**config.mk**
```make
export PLATFORM = sky130hd
export DESIGN_NAME = decdigi2hex_8bit
export DESIGN_NICKNAME = d
export VERILOG_FILES = /design/src/rtl/seg7_pkg.sv /design/src/rtl/seg7_dec_cell.sv /design/src/rtl/decdigi2hex_8bit.sv
export SDC_FILE = /design/constraint.sdc
export NUM_CORES = 1
export LEC_CHECK = 0
export ABC_AREA = 0
export BUFFER_PORTS_ARGS = -buffer_cell sky130_fd_sc_hd__buf_2
export CORE_ASPECT_RATIO = 1.4
export CORE_UTILIZATION = 45
export CTS_CLUSTER_SIZE = 24
export DETAILED_ROUTE_END_ITERATION = 7
export PLACE_DENSITY = 0.65
export SLEW_MARGIN = 25
export SYNTH_ARGS = -nofsm -noshare
export SYNTH_HDL_FRONTEND = slang
export SYNTH_SLANG_ARGS = --single-unit
```
**constraint.sdc**
```tcl
create_clock -name clock -period 3.05 [get_ports clock]
set_input_delay 0.61 -clock clock [delete_from_list [all_inputs] [get_ports clock]]
set_output_delay 0.61 -clock clock [all_outputs]
set_load 0.03 [all_outputs]
```
**src/rtl/seg7_pkg.sv**
```systemverilog
// Seven-segment code constants and single-digit decode, shared by the digit encoder/decoder blocks.
// Latency: combinational helper only.
// Backpressure: not applicable.
package seg7_pkg;

    localparam logic [6:0] SEG_0     = 7'b0111111;
    localparam logic [6:0] SEG_1     = 7'b0011000;
    localparam logic [6:0] SEG_2     = 7'b1110110;
    localparam logic [6:0] SEG_3     = 7'b1111100;
    localparam logic [6:0] SEG_4     = 7'b1011001;
    localparam logic [6:0] SEG_5     = 7'b1101101;
    localparam logic [6:0] SEG_6     = 7'b1101111;
    localparam logic [6:0] SEG_7     = 7'b0111000;
    localparam logic [6:0] SEG_8     = 7'b1111111;
    localparam logic [6:0] SEG_9     = 7'b1111101;
    localparam logic [6:0] SEG_BLANK = 7'b0000000;

    // Returns {illegal, bcd}. Illegal codes decode to bcd 0 so downstream
    // arithmetic never sees garbage. The blank code is accepted as 0 only
    // when the caller says blanking is allowed for this digit position.
    function automatic logic [4:0] seg7_decode(input logic [6:0] code, input logic blank_ok);
        logic [4:0] res;
        case (code)
            SEG_0:   res = 5'b0_0000;
            SEG_1:   res = 5'b0_0001;
            SEG_2:   res = 5'b0_0010;
            SEG_3:   res = 5'b0_0011;
            SEG_4:   res = 5'b0_0100;
            SEG_5:   res = 5'b0_0101;
            SEG_6:   res = 5'b0_0110;
            SEG_7:   res = 5'b0_0111;
            SEG_8:   res = 5'b0_1000;
            SEG_9:   res = 5'b0_1001;
            default: res = (blank_ok && (code == SEG_BLANK)) ? 5'b0_0000 : 5'b1_0000;
        endcase
        return res;
    endfunction

endpackage

```
**src/rtl/seg7_dec_cell.sv**
```systemverilog
// Registered single-digit seven-segment to BCD decoder (first pipeline stage).
// Latency: 1 cycle; data registers load only when en is high.
// Backpressure: none, accepts a code every cycle.
module seg7_dec_cell
    import seg7_pkg::*;
(
    input  logic       clock,
    input  logic       rst_n,
    input  logic       en,
    input  logic [6:0] code,
    input  logic       blank_ok,
    output logic [3:0] bcd,
    output logic       illegal
);

    // Capture the decoded digit and its illegal flag on valid cycles only.
    always_ff @(posedge clock) begin
        if (!rst_n) begin
            bcd     <= 4'd0;
            illegal <= 1'b0;
        end else if (en) begin
            {illegal, bcd} <= seg7_decode(code, blank_ok);
        end
    end

endmodule

```
**src/rtl/decdigi2hex_8bit.sv**
```systemverilog
// Three seven-segment digits (hundreds/tens/units) to 8-bit binary, with illegal/overflow flag and saturating error count.
// Latency: 3 cycles (decode, partial product, final sum), one conversion per cycle.
// Backpressure: none; bubbles propagate. Optional leading-zero blanking via DECDIGI2HEX_BLANK_EN.
module decdigi2hex_8bit
    import seg7_pkg::*;
#(
    parameter int ERR_CNT_W = 8
) (
    input  logic                 clock,
    input  logic                 rst_n,
    input  logic                 in_valid,
    input  logic [6:0]           digi_2,
    input  logic [6:0]           digi_1,
    input  logic [6:0]           digi_0,
    input  logic                 err_clr,
    output logic                 out_valid,
    output logic [7:0]           out_hex,
    output logic                 out_err,
    output logic [ERR_CNT_W-1:0] err_cnt
);

    localparam logic [ERR_CNT_W-1:0] CNT_ONE = {{(ERR_CNT_W-1){1'b0}}, 1'b1};
    localparam logic [ERR_CNT_W-1:0] CNT_MAX = {ERR_CNT_W{1'b1}};

    logic       blank_ok_2;
    logic       blank_ok_1;
    logic       blank_ok_0;

    // Blanking is only meaningful for leading zeros: hundreds always, tens
    // only under a blank hundreds, units never.
`ifdef DECDIGI2HEX_BLANK_EN
    assign blank_ok_2 = 1'b1;
    assign blank_ok_1 = (digi_2 == SEG_BLANK);
`else
    assign blank_ok_2 = 1'b0;
    assign blank_ok_1 = 1'b0;
`endif
    assign blank_ok_0 = 1'b0;

    // Stage 1: per-digit decode
    logic       s1_valid;
    logic [3:0] s1_bcd_2;
    logic [3:0] s1_bcd_1;
    logic [3:0] s1_bcd_0;
    logic       s1_ill_2;
    logic       s1_ill_1;
    logic       s1_ill_0;

    seg7_dec_cell u_dec_2 (
        .clock    (clock),
        .rst_n    (rst_n),
        .en       (in_valid),
        .code     (digi_2),
        .blank_ok (blank_ok_2),
        .bcd      (s1_bcd_2),
        .illegal  (s1_ill_2)
    );

    seg7_dec_cell u_dec_1 (
        .clock    (clock),
        .rst_n    (rst_n),
        .en       (in_valid),
        .code     (digi_1),
        .blank_ok (blank_ok_1),
        .bcd      (s1_bcd_1),
        .illegal  (s1_ill_1)
    );

    seg7_dec_cell u_dec_0 (
        .clock    (clock),
        .rst_n    (rst_n),
        .en       (in_valid),
        .code     (digi_0),
        .blank_ok (blank_ok_0),
        .bcd      (s1_bcd_0),
        .illegal  (s1_ill_0)
    );

    // Stage 1 valid tracks the request; bubbles become empty slots.
    always_ff @(posedge clock) begin
        if (!rst_n) begin
            s1_valid <= 1'b0;
        end else begin
            s1_valid <= in_valid;
        end
    end

    // Stage 2: hundreds*100 + tens*10 (max 990, fits in 10 bits)
    logic       s2_valid;
    logic [9:0] s2_partial;
    logic [3:0] s2_units;
    logic       s2_err;
    logic [9:0] s1_partial;

    assign s1_partial = ({6'd0, s1_bcd_2} * 10'd100) + ({6'd0, s1_bcd_1} * 10'd10);

    // Register the partial sum and carry units plus the combined illegal flag.
    always_ff @(posedge clock) begin
        if (!rst_n) begin
            s2_valid   <= 1'b0;
            s2_partial <= 10'd0;
            s2_units   <= 4'd0;
            s2_err     <= 1'b0;
        end else begin
            s2_valid <= s1_valid;
            if (s1_valid) begin
                s2_partial <= s1_partial;
                s2_units   <= s1_bcd_0;
                s2_err     <= s1_ill_2 | s1_ill_1 | s1_ill_0;
            end
        end
    end

    // Stage 3: final sum, range check and result registers
    logic [9:0] s2_sum;
    logic       s2_fail;

    assign s2_sum  = s2_partial + {6'd0, s2_units};
    assign s2_fail = s2_err || (s2_sum > 10'd255);

    // Result registers hold between valid results; errors force zero.
    always_ff @(posedge clock) begin
        if (!rst_n) begin
            out_valid <= 1'b0;
            out_hex   <= 8'h00;
            out_err   <= 1'b0;
        end else begin
            out_valid <= s2_valid;
            if (s2_valid) begin
                out_hex <= s2_fail ? 8'h00 : s2_sum[7:0];
                out_err <= s2_fail;
            end
        end
    end

    // Saturating error counter, updated on the same edge as the failing result; clear wins.
    always_ff @(posedge clock) begin
        if (!rst_n) begin
            err_cnt <= '0;
        end else if (err_clr) begin
            err_cnt <= '0;
        end else if (s2_valid && s2_fail && (err_cnt != CNT_MAX)) begin
            err_cnt <= err_cnt + CNT_ONE;
        end
    end

endmodule
```
## Yosys cells after proc, flatten, opt, wreduce, memory -nomap -nowiden

Index checks and enable logic that the tools add are counted.

| cells by class | value |
|---|---|
| add/sub/neg operators | 3 |
| multipliers | 2 |
| magnitude comparators | 1 |
| equal/unequal tests | 31 |
| mux-type cells | 4 |
| bitwise operators | 3 |
| reductions and logical operators | 4 |

Operators by type and width:

| cell | count |
|---|---|
| $pmux 5 s10 | 3 |
| $eq 7x7->1 const B | 21 |
| $eq 7x6->1 const B | 6 |
| $eq 7x5->1 const B | 3 |
| $add 10x4->10 | 1 |
| $add 10x8->10 | 1 |
| $gt 10x8->1 const B | 1 |
| $add 8x1->8 const B | 1 |
| $mul 4x5->8 const B | 1 |
| $mux 8 | 1 |
| $ne 8x8->1 const B | 1 |
| $mul 4x3->7 const B | 1 |
| $logic_and 1x1->1 | 2 |
| $or 1x1->1 | 2 |
| $reduce_or 2->1 | 1 |
| $logic_or 1x1->1 | 1 |
| $not 1->1 | 1 |

| storage, ports and cells | value |
|---|---|
| bits in registers | 50 |
| input bits | 25 |
| output and inout port bits | 18 |
| logic and storage cells | 63 |

## Longest topological paths before layout

| depth | value |
|---|---|
| depth after elaboration | 5 |
| depth in mapped cells | 12 |
| depth with buffers taken out | 12 |

## Modules after synthesis

Synthesis repeated with hierarchy kept, for this count alone.

| unflattened totals | value |
|---|---|
| cells, all modules | 354 |
| area total of the unflattened synthesis | 3,140.5 sq um |

Modules (own cells, without submodules):

| module | instances | cells each | area each (sq um) |
|---|---|---|---|
| decdigi2hex_8bit | 1 | 228 | 2,085.8 |
| seg7_dec_cell | 3 | 42 | 351.6 |

## Worst setup path before layout

Ideal clock, no wire load.

| timing | value |
|---|---|
| path kind | flip-flop to flip-flop |
| from | register u_dec_1.bcd[3] |
| to | register s2_partial[9] |
| setup time | 0.135 ns |
| data arrival time | 2.253 ns |
| setup slack | 0.662 ns |
| cell stages (with the launch flop) | 13 |
| cell sequence | dfxtp_1 > ha_1 > ha_1 > inv_1 > fa_1 > inv_1 > ha_1 > o21ai_0 > nor2_1 > o21bai_1 > a21boi_0 > xnor2_1 > a21oi_1 |

| between the ends | value |
|---|---|
| cells in the longest elaborated chain, start to end | 2 |

Ends and longest elaborated chain:

| element | RTL line | text |
|---|---|---|
| start, declared | seg7_dec_cell.sv:12 | `output logic [3:0] bcd,` |
| start signal, assigned | seg7_dec_cell.sv:22 | `{illegal, bcd} <= seg7_decode(code, blank_ok);` |
| $mul 4x3->7 | decdigi2hex_8bit.sv:95 | `assign s1_partial = ({6'd0, s1_bcd_2} * 10'd100) + ({6'd0, s1_bcd_1} * 10'd10);` |
| $add 10x8->10 | decdigi2hex_8bit.sv:95 |  |
| end signal, assigned | decdigi2hex_8bit.sv:107 | `s2_partial <= s1_partial;` |
| end, declared | decdigi2hex_8bit.sv:90 | `logic [9:0] s2_partial;` |

Every way passes these cells.
A chain may end at the register's enable or synchronous reset.

## Worst setup path after layout

Ends and elaborated chain as after synthesis.

==> summary.txt <==
min Tclk post-route -> 2.56 ns
sequential fraction of the synthesis area -> 0.324
syn avg cell area -> 8.43 sq um
final-report hold violation count -> 0
CTS root buf -> clkbuf_8
Fmax -> 391 MHz
final setup fails -> 0
drt wl/cell -> 13.2 um
Die Area -> 0.00707 sq mm
Synth cell types -> 57
Max Cap Viol -> 0
Worst EP required -> 3.22 ns
1st-pass router iterations -> 6
post-CTS setup buffers -> 0
GRT overflow -> 0
PortBufs -> 42
Post-DRT Antenna Nets -> 0
# rows -> 35
Starting Density -> 0.464
VDD IR-drop max -> 0.236 mV
# nets final -> 443
Setup TNS Final -> 0 ns
Post-CTS Resized -> 0
Synth Cell Area -> 0.00303 sq mm
final WL -> 6170 um
worst skew pair latency -> 0.31 ns
Slew Viols, Final -> 0
Final Skew -> 0.00894 ns
DRC violations left -> 3
GP Congestion -> 0.879
crit-path most repeated cell -> ha_1
static leakage -> 1.43 nW
crit path cell chain -> ha_1 -> ha_1 -> inv_1 -> fa_1 -> inv_1 -> ha_1 -> o21ai_0 -> nor2_1 -> o21bai_1 -> a21boi_0 -> xnor2_1 -> a21oi_1
vias -> 2615
worst-margin pin slew -> 0.953 ns
slowest stage delay, CP -> 0.48 ns
worst setup margin -> 0.489 ns
Final Cycle Share -> 0.840
share of cells above drive strength 1 -> 0.170
failing checks -> DRC
r2r setup slk -> 0.49 ns
Post-synth ARST share -> 0
GRT Total Usage -> 0.187
crit end category -> flip-flop
WL met1 -> 2740 um
Setup Slack @ Placement -> 0.488 ns
Num CTS Buffers -> 5
core area -> 0.00653 sq mm
hold_buf cts -> 0
Die Y -> 99.1 um
final hold slack -> 0.472 ns
#FFs+latches synth -> 49
Die X -> 71.3 um
CP Launch Type -> flip-flop
uppermost routed layer -> met4
CP Max Fanout -> 4
Layout area overhead -> 11.7%
Post-Synthesis Cells -> 359
TritonCTS clock tree -> built
DR vias/cell -> 5.59
clk slew on worst S/H paths -> 0.09 ns
most common cell after layout, fill and taps aside -> dfxtp_1
met3 wire len -> 178 um
Post-synth EDFFs -> 0
Initial DRC Count -> 63
initial antenna violation count -> 0
Slew headroom -> 0.363
Post-DP HPWL -> 4730 um
vias in the first global route -> 2415
main flop type after synthesis -> dfxtp_1
fillers -> 621
Setup CP Type -> reg -> reg
pwr dens -> 389 mW/mm^2
num ports -> 43
RSZ-0062 raised after global routing -> no
Syn. warnings -> 0
pin count of the biggest net entering global routing -> 27
CP max-delay cell -> fa_1
Antenna Cells -> 0
most frequent cells in the layout -> dfxtp_1 (49), buf_2 (42), nor2_1 (36), nand2_1 (26), a21oi_1 (23)
worst min-delay path class -> reg -> reg
met2 wire length -> 3130 um
first-pass GRT wire length -> 10700 um
syn_nets -> 409
H-tree levels -> 2
outcome -> complete, but fails checks
clk buf depth -> 2
Data arrival, critical path -> 2.73 ns
CTS Sinks -> 49
## power by group
part | switching [mW] | internal [mW] | total [mW]
clock | 0.231 | 0.246 | 0.477
combinational | 0.0951 | 0.0651 | 0.160
sequential | 0.0212 | 0.656 | 0.677
total | 0.347 | 0.967 | 1.31
## Yosys cell counts (all sizes together), types with 2 or more instances
cell type  count  share of area
or4b           3         0.0099
nand2b        11          0.023
a211oi         8          0.020
xor2           2         0.0058
fa             4          0.026
and4           2         0.0058
o21ai         22          0.036
nor2          36          0.045
o2111ai        2         0.0058
and2           4         0.0083
buf            5          0.014
or3b           2         0.0058
a21o           4         0.0099
a21boi         2         0.0050
o21a           2         0.0050
mux2i         11          0.036
nand3         19          0.038
o22ai          2         0.0041
and3           2         0.0041
nor3           3         0.0050
a21oi         28          0.052
nor4b          2         0.0079
a31oi          5          0.010
nand3b         4         0.0099
ha            21          0.087
xnor2         14          0.040
a32oi          2         0.0058
or3            4         0.0083
nor2b          7          0.014
nand4          8          0.017
dfxtp         49           0.32
nand2         26          0.032
inv           16          0.020
o211ai         3         0.0074
clkbuf        12          0.015
## flip-flops by register name, indices dropped and copies added (netlist names)
name and flops:
s2_units 4, s2_valid 1, u_dec_2.bcd 4, u_dec_1.illegal 1, s2_partial 9, u_dec_0.bcd 4
s2_err 1, out_err 1, err_cnt 8, u_dec_1.bcd 4, u_dec_2.illegal 1, out_valid 1
out_hex 8, u_dec_0.illegal 1, s1_valid 1
## stage by stage
step	cell area, sq um	utilization	cells	total power [mW]
2_1_floorplan	3030	-	359	0.801
3_3_place_gp	3270	0.501	460	0.850
3_5_place_dp	3270	0.501	460	0.853
4_1_cts	3380	0.518	468	1.33
5_1_grt	3380	0.518	468	1.38
6_report	3380	0.518	468	1.31
## worst paths after layout
path | start | to | depth (start not counted)
worst max-delay path | u_dec_1.bcd[3] | s2_partial[9] | 12
worst min-delay path | u_dec_1.illegal | u_dec_1.illegal | 2
worst min register to register | u_dec_1.illegal | u_dec_1.illegal | 2
worst max register to register | u_dec_1.bcd[3] | s2_partial[9] | 12
## layer usage
layer | global-route usage | vias to the layer above
met5 | 0 | -
met4 | 0.0646 | 0
met3 | 0.0317 | 10
met2 | 0.341 | 53
met1 | 0.216 | 1208
li1 | - | 1344
## layout make-up
class                      count  area [sq um]  share of cell area
clock buffer                   5          68.8              0.0203
clock inverter                 3          43.8              0.0129
inverter                      16          60.1              0.0178
multi-input combinational    277          1910               0.565
sequential                    49           981               0.290
tap                           74          92.6              0.0274
timing repair buffer          44           225              0.0666
## cells by family after synthesis
family,Yosys count,synth area share
AO/OA/AOI/OAI,87,0.186
buffers and inverters,33,0.0488
XOR/XNOR,16,0.0463
multiplexers,11,0.0364
adder cells (fa/ha/maj),25,0.113
flip-flops,49,0.324
AND/OR/NAND/NOR,138,0.246
## worst max-delay path: cells and delay by family (launching register included)
| family | cells | cell delay (ns) |
|---|---|---|
| AOI/OAI and AO/OA | 4 | 0.45 |
| adders and majority gates | 4 | 1.22 |
| xor gates and xnor gates | 1 | 0.14 |
| DFF | 1 | 0.35 |
| and+or+nand+nor | 1 | 0.16 |
| buffers and inverters | 2 | 0.11 |
Note: power is estimated with default switching activity, not from simulation.
